$ cat src/rtl/div_pkg.sv
`default_nettype none
// ============================================================================
//  Module      : div_pkg
//  Description : Shared definitions for the sequential restoring divider:
//                controller state encoding, default operand widths, counter
//                width and the all-ones quotient returned for a zero divisor.
//  Revision    : 1.0 - initial release
// ============================================================================
package div_pkg;

    typedef enum logic [1:0] {
        IDLE = 2'd0,
        ITER = 2'd1,
        FIN  = 2'd2
    } state_t;

    localparam int c_N_W   = 8;
    localparam int c_D_W   = 4;
    localparam int c_CNT_W = $clog2(c_N_W);

    localparam logic [c_N_W-1:0] c_Q_ONES = {c_N_W{1'b1}};

endpackage : div_pkg
`default_nettype wire

$ cat src/rtl/div_step.sv
`default_nettype none
// ============================================================================
//  Module      : div_step
//  Description : One purely combinational restoring-division step.
//                The trial value is the partial remainder shifted left with
//                the next dividend bit appended; it is compared against the
//                zero-extended divisor one bit wider than the operands, so the
//                compare never overflows.
//  Ports       : i_r       - partial remainder (low D_W bits)
//                i_bit     - next dividend bit, MSB first
//                i_divisor - divisor
//                o_r       - new partial remainder
//                o_q_bit   - resolved quotient bit
//  Revision    : 1.0 - initial release
// ============================================================================
module div_step
    import div_pkg::*;
#(
    parameter int D_W = c_D_W
) (
    input  logic [D_W-1:0] i_r,
    input  logic           i_bit,
    input  logic [D_W-1:0] i_divisor,
    output logic [D_W-1:0] o_r,
    output logic           o_q_bit
);

    logic [D_W:0] w_trial;

    always_comb begin
        w_trial = {i_r, i_bit};
        o_q_bit = (w_trial >= {1'b0, i_divisor});
        // When the subtract happens the result is below the divisor, so the
        // low D_W bits of the difference are the whole new remainder.
        o_r     = o_q_bit ? (w_trial[D_W-1:0] - i_divisor) : w_trial[D_W-1:0];
    end

endmodule : div_step
`default_nettype wire

$ cat src/rtl/seq_divider.sv
`default_nettype none
// ============================================================================
//  Module      : seq_divider
//  Description : Multi-cycle unsigned restoring divider, one quotient bit per
//                clock, MSB first. go/done handshake; results are registered
//                and held until a new operation completes.
//  Ports       : clk100MHz   - system clock, rising edge
//                rst         - asynchronous active-low reset
//                go          - start request, sampled while ready=1
//                dividend    - N_W-bit numerator, captured on acceptance
//                divisor     - D_W-bit denominator, captured on acceptance
//                ready       - idle / able to accept go (IDLE or FIN)
//                busy        - iterations in progress
//                quotient    - registered N_W-bit result
//                remainder   - registered D_W-bit result
//                done        - one-cycle pulse, results valid
//                div_by_zero - zero-divisor flag, qualified by done
//  Config      : SEQ_DIVIDER_DZ_DETECT_EN - when defined, a zero divisor skips
//                the iterations and raises div_by_zero with done; otherwise
//                div_by_zero is tied low and every divisor runs full latency.
//  Revision    : 1.0 - initial release
// ============================================================================
module seq_divider
    import div_pkg::*;
#(
    parameter int N_W = c_N_W,
    parameter int D_W = c_D_W
) (
    input  logic           clk100MHz,
    input  logic           rst,
    input  logic           go,
    input  logic [N_W-1:0] dividend,
    input  logic [D_W-1:0] divisor,
    output logic           ready,
    output logic           busy,
    output logic [N_W-1:0] quotient,
    output logic [D_W-1:0] remainder,
    output logic           done,
    output logic           div_by_zero
);

    localparam int               CNT_W      = $clog2(N_W);
    localparam logic [CNT_W-1:0] c_CNT_LAST = CNT_W'(N_W - 1);
    localparam logic [N_W-1:0]   c_ONES     = {N_W{1'b1}};

    state_t         r_state;
    state_t         w_state_nxt;
    // Dividend bits leave at the MSB while quotient bits enter at the LSB, so
    // after N_W steps this register holds the full quotient.
    logic [N_W-1:0] r_qsh;
    // Only the low D_W bits of the partial remainder are kept: the extra trial
    // bit is rebuilt each step inside div_step.
    logic [D_W-1:0] r_rem;
    logic [D_W-1:0] r_dvs;
    logic [CNT_W-1:0] r_cnt;

    logic           w_accept;
    logic           w_go_zero;
    logic [D_W-1:0] w_rem_nxt;
    logic           w_q_bit;

    div_step #(
        .D_W (D_W)
    ) u_step (
        .i_r       (r_rem),
        .i_bit     (r_qsh[N_W-1]),
        .i_divisor (r_dvs),
        .o_r       (w_rem_nxt),
        .o_q_bit   (w_q_bit)
    );

`ifdef SEQ_DIVIDER_DZ_DETECT_EN
    assign w_go_zero = (divisor == '0);
`else
    assign w_go_zero = 1'b0;
`endif

    // ------------------------------------------------------------------
    // Controller
    // ------------------------------------------------------------------
    always_ff @(posedge clk100MHz or negedge rst) begin
        if (!rst) begin
            r_state <= IDLE;
        end else begin
            r_state <= w_state_nxt;
        end
    end

    always_comb begin
        w_state_nxt = r_state;
        ready       = 1'b0;
        busy        = 1'b0;
        w_accept    = 1'b0;
        case (r_state)
            IDLE: begin
                ready = 1'b1;
                if (go) begin
                    w_accept    = 1'b1;
                    w_state_nxt = w_go_zero ? FIN : ITER;
                end
            end
            ITER: begin
                busy = 1'b1;
                if (r_cnt == '0) begin
                    w_state_nxt = FIN;
                end
            end
            FIN: begin
                // Accepting here lets a new operation overlap the result load.
                ready = 1'b1;
                if (go) begin
                    w_accept    = 1'b1;
                    w_state_nxt = w_go_zero ? FIN : ITER;
                end else begin
                    w_state_nxt = IDLE;
                end
            end
            default: begin
                w_state_nxt = IDLE;
            end
        endcase
    end

    // ------------------------------------------------------------------
    // Datapath and result registers
    // ------------------------------------------------------------------
    always_ff @(posedge clk100MHz or negedge rst) begin
        if (!rst) begin
            r_qsh     <= '0;
            r_rem     <= '0;
            r_dvs     <= '0;
            r_cnt     <= '0;
            quotient  <= '0;
            remainder <= '0;
            done      <= 1'b0;
        end else begin
            done <= 1'b0;

            if (r_state == FIN) begin
                quotient  <= r_qsh;
                remainder <= r_rem;
                done      <= 1'b1;
            end

            if (r_state == ITER) begin
                r_rem <= w_rem_nxt;
                r_qsh <= {r_qsh[N_W-2:0], w_q_bit};
                r_cnt <= r_cnt - 1'b1;
            end

            if (w_accept) begin
                r_dvs <= divisor;
                r_cnt <= c_CNT_LAST;
                if (w_go_zero) begin
                    // Same answer the full iteration would reach for a zero
                    // divisor, produced without iterating.
                    r_qsh <= c_ONES;
                    r_rem <= dividend[D_W-1:0];
                end else begin
                    r_qsh <= dividend;
                    r_rem <= '0;
                end
            end
        end
    end

`ifdef SEQ_DIVIDER_DZ_DETECT_EN
    logic r_dz_pend;
    logic r_dz;

    always_ff @(posedge clk100MHz or negedge rst) begin
        if (!rst) begin
            r_dz_pend <= 1'b0;
            r_dz      <= 1'b0;
        end else begin
            if (w_accept) begin
                r_dz_pend <= w_go_zero;
            end
            // A finishing result takes priority over the clear from a go
            // accepted on the same edge.
            if (r_state == FIN) begin
                r_dz <= r_dz_pend;
            end else if (w_accept) begin
                r_dz <= 1'b0;
            end
        end
    end

    assign div_by_zero = r_dz;
`else
    assign div_by_zero = 1'b0;
`endif

endmodule : seq_divider
`default_nettype wire

$ cat config.mk
export PLATFORM = sky130hd
export DESIGN_NAME = seq_divider
export DESIGN_NICKNAME = d
export VERILOG_FILES = /design/src/rtl/div_pkg.sv /design/src/rtl/div_step.sv /design/src/rtl/seq_divider.sv
export SDC_FILE = /design/constraint.sdc
export NUM_CORES = 1
export LEC_CHECK = 0
export CAP_MARGIN = 20
export CELL_PAD_IN_SITES_DETAIL_PLACEMENT = 0
export CELL_PAD_IN_SITES_GLOBAL_PLACEMENT = 1
export CORE_MARGIN = 5
export CORE_UTILIZATION = 35
export DETAILED_ROUTE_END_ITERATION = 10
export PLACE_DENSITY = 0.76
export SLEW_MARGIN = 0
export SYNTH_ARGS = -nofsm -noshare
export SYNTH_HDL_FRONTEND = slang
export SYNTH_SLANG_ARGS = --single-unit
export TNS_END_PERCENT = 5
$ cat constraint.sdc
create_clock -name clk100MHz -period 1.6 [get_ports clk100MHz]
set_input_delay 0.4 -clock clk100MHz [delete_from_list [all_inputs] [get_ports clk100MHz]]
set_output_delay 0.4 -clock clk100MHz [all_outputs]
set_load 0.005 [all_outputs]
**Yosys cells after proc, flatten, opt, wreduce, memory -nomap -nowiden**

Index checks and enable logic that the tools add are counted.

- Reduce and logical (&&, ||, !) cells: 5
- Add/subtract/negate cells: 2
- $lt $le $gt $ge: 1
- Eq/ne operators: 4
- Mux-type cells: 16

Operators by type and width:

| kind | count |
|---|---|
| 8-bit 2-to-1 mux | 2 |
| 4-bit 2-to-1 mux | 3 |
| 1-bit 2-to-1 mux | 6 |
| 3-bit 2-to-1 mux | 2 |
| 2-bit case mux with 3 select lines | 1 |
| 5-bit by 4-bit greater-or-equal comparator with 1-bit output | 1 |
| 2-bit 2-to-1 mux | 2 |
| 2-bit != test, second input constant | 2 |
| 4-bit subtractor | 1 |
| 3-bit logical NOT | 1 |
| 3-bit by 1-bit subtractor with 3-bit output, second input constant | 1 |
| 2-bit by 1-bit == test with 1-bit output, second input constant | 1 |
| 2-bit == test, second input constant | 1 |
| 2-bit logical NOT | 1 |
| 2-bit AND reduction | 1 |
| 2-bit nonzero test | 1 |
| 2-bit OR reduction | 1 |

- Bits of input ports: 15
- Register bits: 34
- Word-level logic and storage cells: 36

**Longest topological paths before layout**

- Depth after elaboration: 4
- Gate-level depth with buffers: 7
- Mapped depth without buffers: 7

**Modules after synthesis**

Synthesis repeated with hierarchy kept, for this count alone.

- Cell total of the unflattened synthesis: 154
- Area, all modules: 1853.0 µm²

By module, submodules not included:

| module | area each (µm²) | instances | cells an instance | seq. area each (µm²) |
|---|---|---|---|---|
| seq_divider | 1629.1 | 1 | 126 | 850.8 |
| div_step | 224.0 | 1 | 28 | 0.0 |

**Worst setup path after synthesis**

Ideal clock, no wire load.

- Path kind: register -> register
- Start point: reg r_rem[1]
- End point: reg r_rem[0]
- Arrival time: 1.574 ns
- Buffers on the path: 0
- Setup time: 0.121 ns
- Period minus slack after synthesis: 1.695 ns
- Cell stages (with the launch flop): 7
- Setup slack: -0.095 ns
- Required time: 1.479 ns
- Path through: dfrtp_1 > ha_1 > or2_1 > a211oi_2 > a21oi_2 > mux2i_1 > a22o_1

- Cells in the longest elaborated chain, start to end: 4

RTL lines:

| item | line | source |
|---|---|---|
| start: declaration | seq_divider.sv:53 | `logic [D_W-1:0] r_rem;` |
| start signal: assignment | seq_divider.sv:146 | `r_rem <= w_rem_nxt;` |
| start signal: assignment | seq_divider.sv:158 | `r_rem <= dividend[D_W-1:0];` |
| 5-bit by 4-bit greater-or-equal comparator with 1-bit output | div_step.sv:32 | `o_q_bit = (w_trial >= {1'b0, i_divisor});` |
| 4-bit 2-to-1 mux | div_step.sv:35 | `o_r = o_q_bit ? (w_trial[D_W-1:0] - i_divisor) : w_trial[D_W-1:0];` |
| 4-bit 2-to-1 mux | seq_divider.sv:145 | `if (r_state == ITER) begin` |
| 4-bit 2-to-1 mux | seq_divider.sv:151 | `if (w_accept) begin` |

Every way passes these cells. The select of a mux whose other input is x is not followed.
A chain may end at the register's enable or synchronous reset.

**Worst setup path in the final report**

- Start point: reg r_rem[1]
- End point: reg r_rem[1]

Same word-level chain as after synthesis.

==> metrics.cfg <==
[grt]
largest_net_degree_at_the_start_of_global_routing=35
grt_util_all_layers_pct=12.3
grt_first_pass_wirelength_um=5720
global_route.overflow_total=0
vias_in_the_first_global_route=1218
grt_antenna_before_repair=0

[critical_path]
r2r-start=r_rem[1]
timing.critical_path.from_type=flop
worst_path_max_delay_cell=sky130_fd_sc_hd__dfrtp_1
worstPathBufferInverterCount=0
cp_cell_sequence=ha_4 > or2_1 > a211oi_2 > a21oi_2 > mux2i_1 > a22o_1
setup_cp_type=reg2reg
worst_ep_required_time_ns=1.77
r2r.worst_path.cells=6
timing.critical_path.arrival_ns=1.83
critical_path_peak_fanout=5
endpoint_kind=flop
cp.depth=6
setup.worst_path.end=r_rem[1]
critPathMaxStageDelay_ns=0.42
rr_endpoint=r_rem[1]
worst_setup_path_startpoint=r_rem[1]
timing.critical_path.max_delay_family=compound AO/OA/AOI/OAI gates
reg2reg_setup_slack_ns=-0.06

[final_layout]
final_cell_count_no_fill=236
layout.area.seq_um2=851
final_area_um2=2090
final_common_cell=sky130_fd_sc_hd__dfrtp_1
layout-area-overhead-vs-synth_pct=36.4
most-common-layout-cells=sky130_fd_sc_hd__dfrtp_1 (34), sky130_fd_sc_hd__nand2_1 (26), sky130_fd_sc_hd__clkdlybuf4s50_1 (25), sky130_fd_sc_hd__buf_4 (13), sky130_fd_sc_hd__mux2_2 (10)
multi_input_area_um2=627
fillerInstances=396
post_route_cells_drive_above_1_share_pct=22.3
design.final.nets=205
diodes=0

[timing]
number_of_pins_exceeding_their_max_slew_limit_in_the_final_report=0
finalSetupViolations=3
finalCritPeriodShare_pct=104
timing.final.ws_setup_ns=-0.0582
whs_ns=0.476
grt_setup_unrepaired=true
timing.final.hold_violations=0
fin_skew_ns=0.00643
setup_total_negative_slack_ns=-0.0954
final_critical_path_required_period_ns=1.66
fmaxAchievable_ghz=0.603

[clock_network]
clk_latency_ns=0.29
clk_tree_root_cell=sky130_fd_sc_hd__clkbuf_8
cts_htree_levels=2
ctsHoldBuffers=0
ctsLongestPathBuffers=2
cts_tree=done
cts_buffers=5
clock-sinks=34
number_of_post_cts_setup_repair_buffers=0
path_clk_slew_ns=0.07

[routing]
drtAntennaViolNets=0
avgRoutedWirePerCell_um=14.1
route.final.wire_length_um=3320
dr_total_vias=1141
detail_route.iter0.violations=56
avgViaCountPerCell=4.83
dr.pass1.iters=4
post-route-drc-count=0

[placed_design]
half_perimeter_wire_length_after_detailed_placement_um=2460
placed_cell_area_um2=1990
dpl.cell_count=228
pre_cts_ws_ns=-0.271
numPortBuffers=29
gp_congestion=0.763

[die]
die_h_um=76.2
initial_core_util_pct=35.7
placeableCoreArea_um2=4290
io_pins=31
fp.dieArea_um2=5810
die-width_um=76.2
rows=24

[status]
outcome=finished with violations
failed_checks=negative setup slack

[synth]
synth.ff_latch_count=34
synth_sequential_area_ratio_pct=55.5
synth.top_cell.area_share_pct=55.5
synth.largest_area_cell=sky130_fd_sc_hd__dfrtp_1
synthesis.area_um2=1530
postSynthAreaPerCell_um2=11.0
synth_ff_type=sky130_fd_sc_hd__dfrtp_1
synth_fp_nets=161
yosys_warnings=0
synthArstFlopShare_pct=100
synth_cell_types=30
netlist_instances=139
synth_enable_flop_cells=0
synthTopCellsByArea=sky130_fd_sc_hd__dfrtp_1 (55%), sky130_fd_sc_hd__mux2_2 (7.3%), sky130_fd_sc_hd__nand2_1 (6.4%), sky130_fd_sc_hd__ha_1 (4.9%), sky130_fd_sc_hd__a22oi_1 (3.4%)

[pwr]
powerDensity_nw_per_um2=2060
power.ir.vdd_worst_uv=726
p_leak_nw=1.02

[flow_run]
timing.max_cap.violations=0

[worst_hold_path]
hold_class=in2async

## flip-flops by register name (all words and copies together), names as in the netlist
register,cells
r_dvs,4
r_cnt,3
r_state,2
quotient,8
r_qsh,8
r_rem,4
remainder,4
done,1
## per-layer routing
metal,up-vias,track usage [%],share of wire (%)
met1,558,13.7,42
met5,-,0,0
li1,553,-,-
met3,5,4.26,4.2
met4,0,5.77,2.0
met2,25,21.0,52
## power by group
group | switching [mW] | internal (mW) | total (mW) | leakage (nW)
Sequential | 0.248 | 1.25 | 1.50 | 0.424
Clock | 0.314 | 0.346 | 0.660 | 0.0472
Combinational | 0.982 | 1.18 | 2.16 | 0.551
Total | 1.54 | 2.77 | 4.32 | 1.02
## kinds of logic (layout without fill, tap and decap cells)
group	Yosys count	count (layout)	synth area share, %
simple gates	37	37	10.5
flops	34	34	55.5
compound gates	27	27	11.8
buf+inv	17	62	4.65
mux	14	14	9.95
fa+ha+maj	7	7	6.20
xor+xnor	2	2	1.14
other cells	1	1	0.244
## synth_stat cells, types with 2 or more instances
cell and number:
sky130_fd_sc_hd__nor2_1 2, sky130_fd_sc_hd__dfrtp_1 34, sky130_fd_sc_hd__a31oi_1 2, sky130_fd_sc_hd__a22oi_1 7, sky130_fd_sc_hd__mux2_2 10, sky130_fd_sc_hd__ha_1 6
sky130_fd_sc_hd__a22o_1 2, sky130_fd_sc_hd__a21oi_1 2, sky130_fd_sc_hd__xnor2_1 2, sky130_fd_sc_hd__nor2b_1 3, sky130_fd_sc_hd__mux2i_1 4, sky130_fd_sc_hd__inv_1 10
sky130_fd_sc_hd__nand2_1 26, sky130_fd_sc_hd__o21ai_0 10, sky130_fd_sc_hd__nor3_1 2, sky130_fd_sc_hd__buf_2 3
## final cells by class
class	count	area share [%]
timing repair buffer	43	19.7
clock buffer	6	3.95
tap	52	3.11
clock inverter	2	0.598
inverter	11	2.03
multi-input combinational	88	30.0
sequential	34	40.7
## timing repair
action / in CTS / in global routing
endpoints found under the setup margin: 14 / 8
pin swaps: 0 / 0
resized for setup: 8 / 4
## how the worst min path moves through the flow
stage / start / cells after the start / slack [ns] / end
after floorplan: rst / 0 / 0.10 / done
after global placement: r_cnt[0] / 1 / 0.46 / r_cnt[0]
after detailed placement: r_cnt[0] / 1 / 0.47 / r_cnt[0]
after CTS: rst / 2 / 0.48 / r_dvs[1]
after global routing: rst / 2 / 0.48 / r_dvs[1]
final: rst / 2 / 0.48 / r_dvs[1]
## worst reg2reg max path, stage by stage, from the launching register on
cell,delay [ns]
sky130_fd_sc_hd__dfrtp_1,0.42
sky130_fd_sc_hd__ha_4,0.25
sky130_fd_sc_hd__or2_1,0.21
sky130_fd_sc_hd__a211oi_2,0.20
sky130_fd_sc_hd__a21oi_2,0.11
sky130_fd_sc_hd__mux2i_1,0.16
sky130_fd_sc_hd__a22o_1,0.20
## through the flow
step	power, mW	util (%)
2_1_floorplan	2.79	-
3_3_place_gp	3.60	46.3
3_5_place_dp	3.68	46.3
4_1_cts	4.39	48.6
5_1_grt	4.69	48.7
6_report	4.32	48.7
Note: power is estimated with default switching activity, not from simulation.
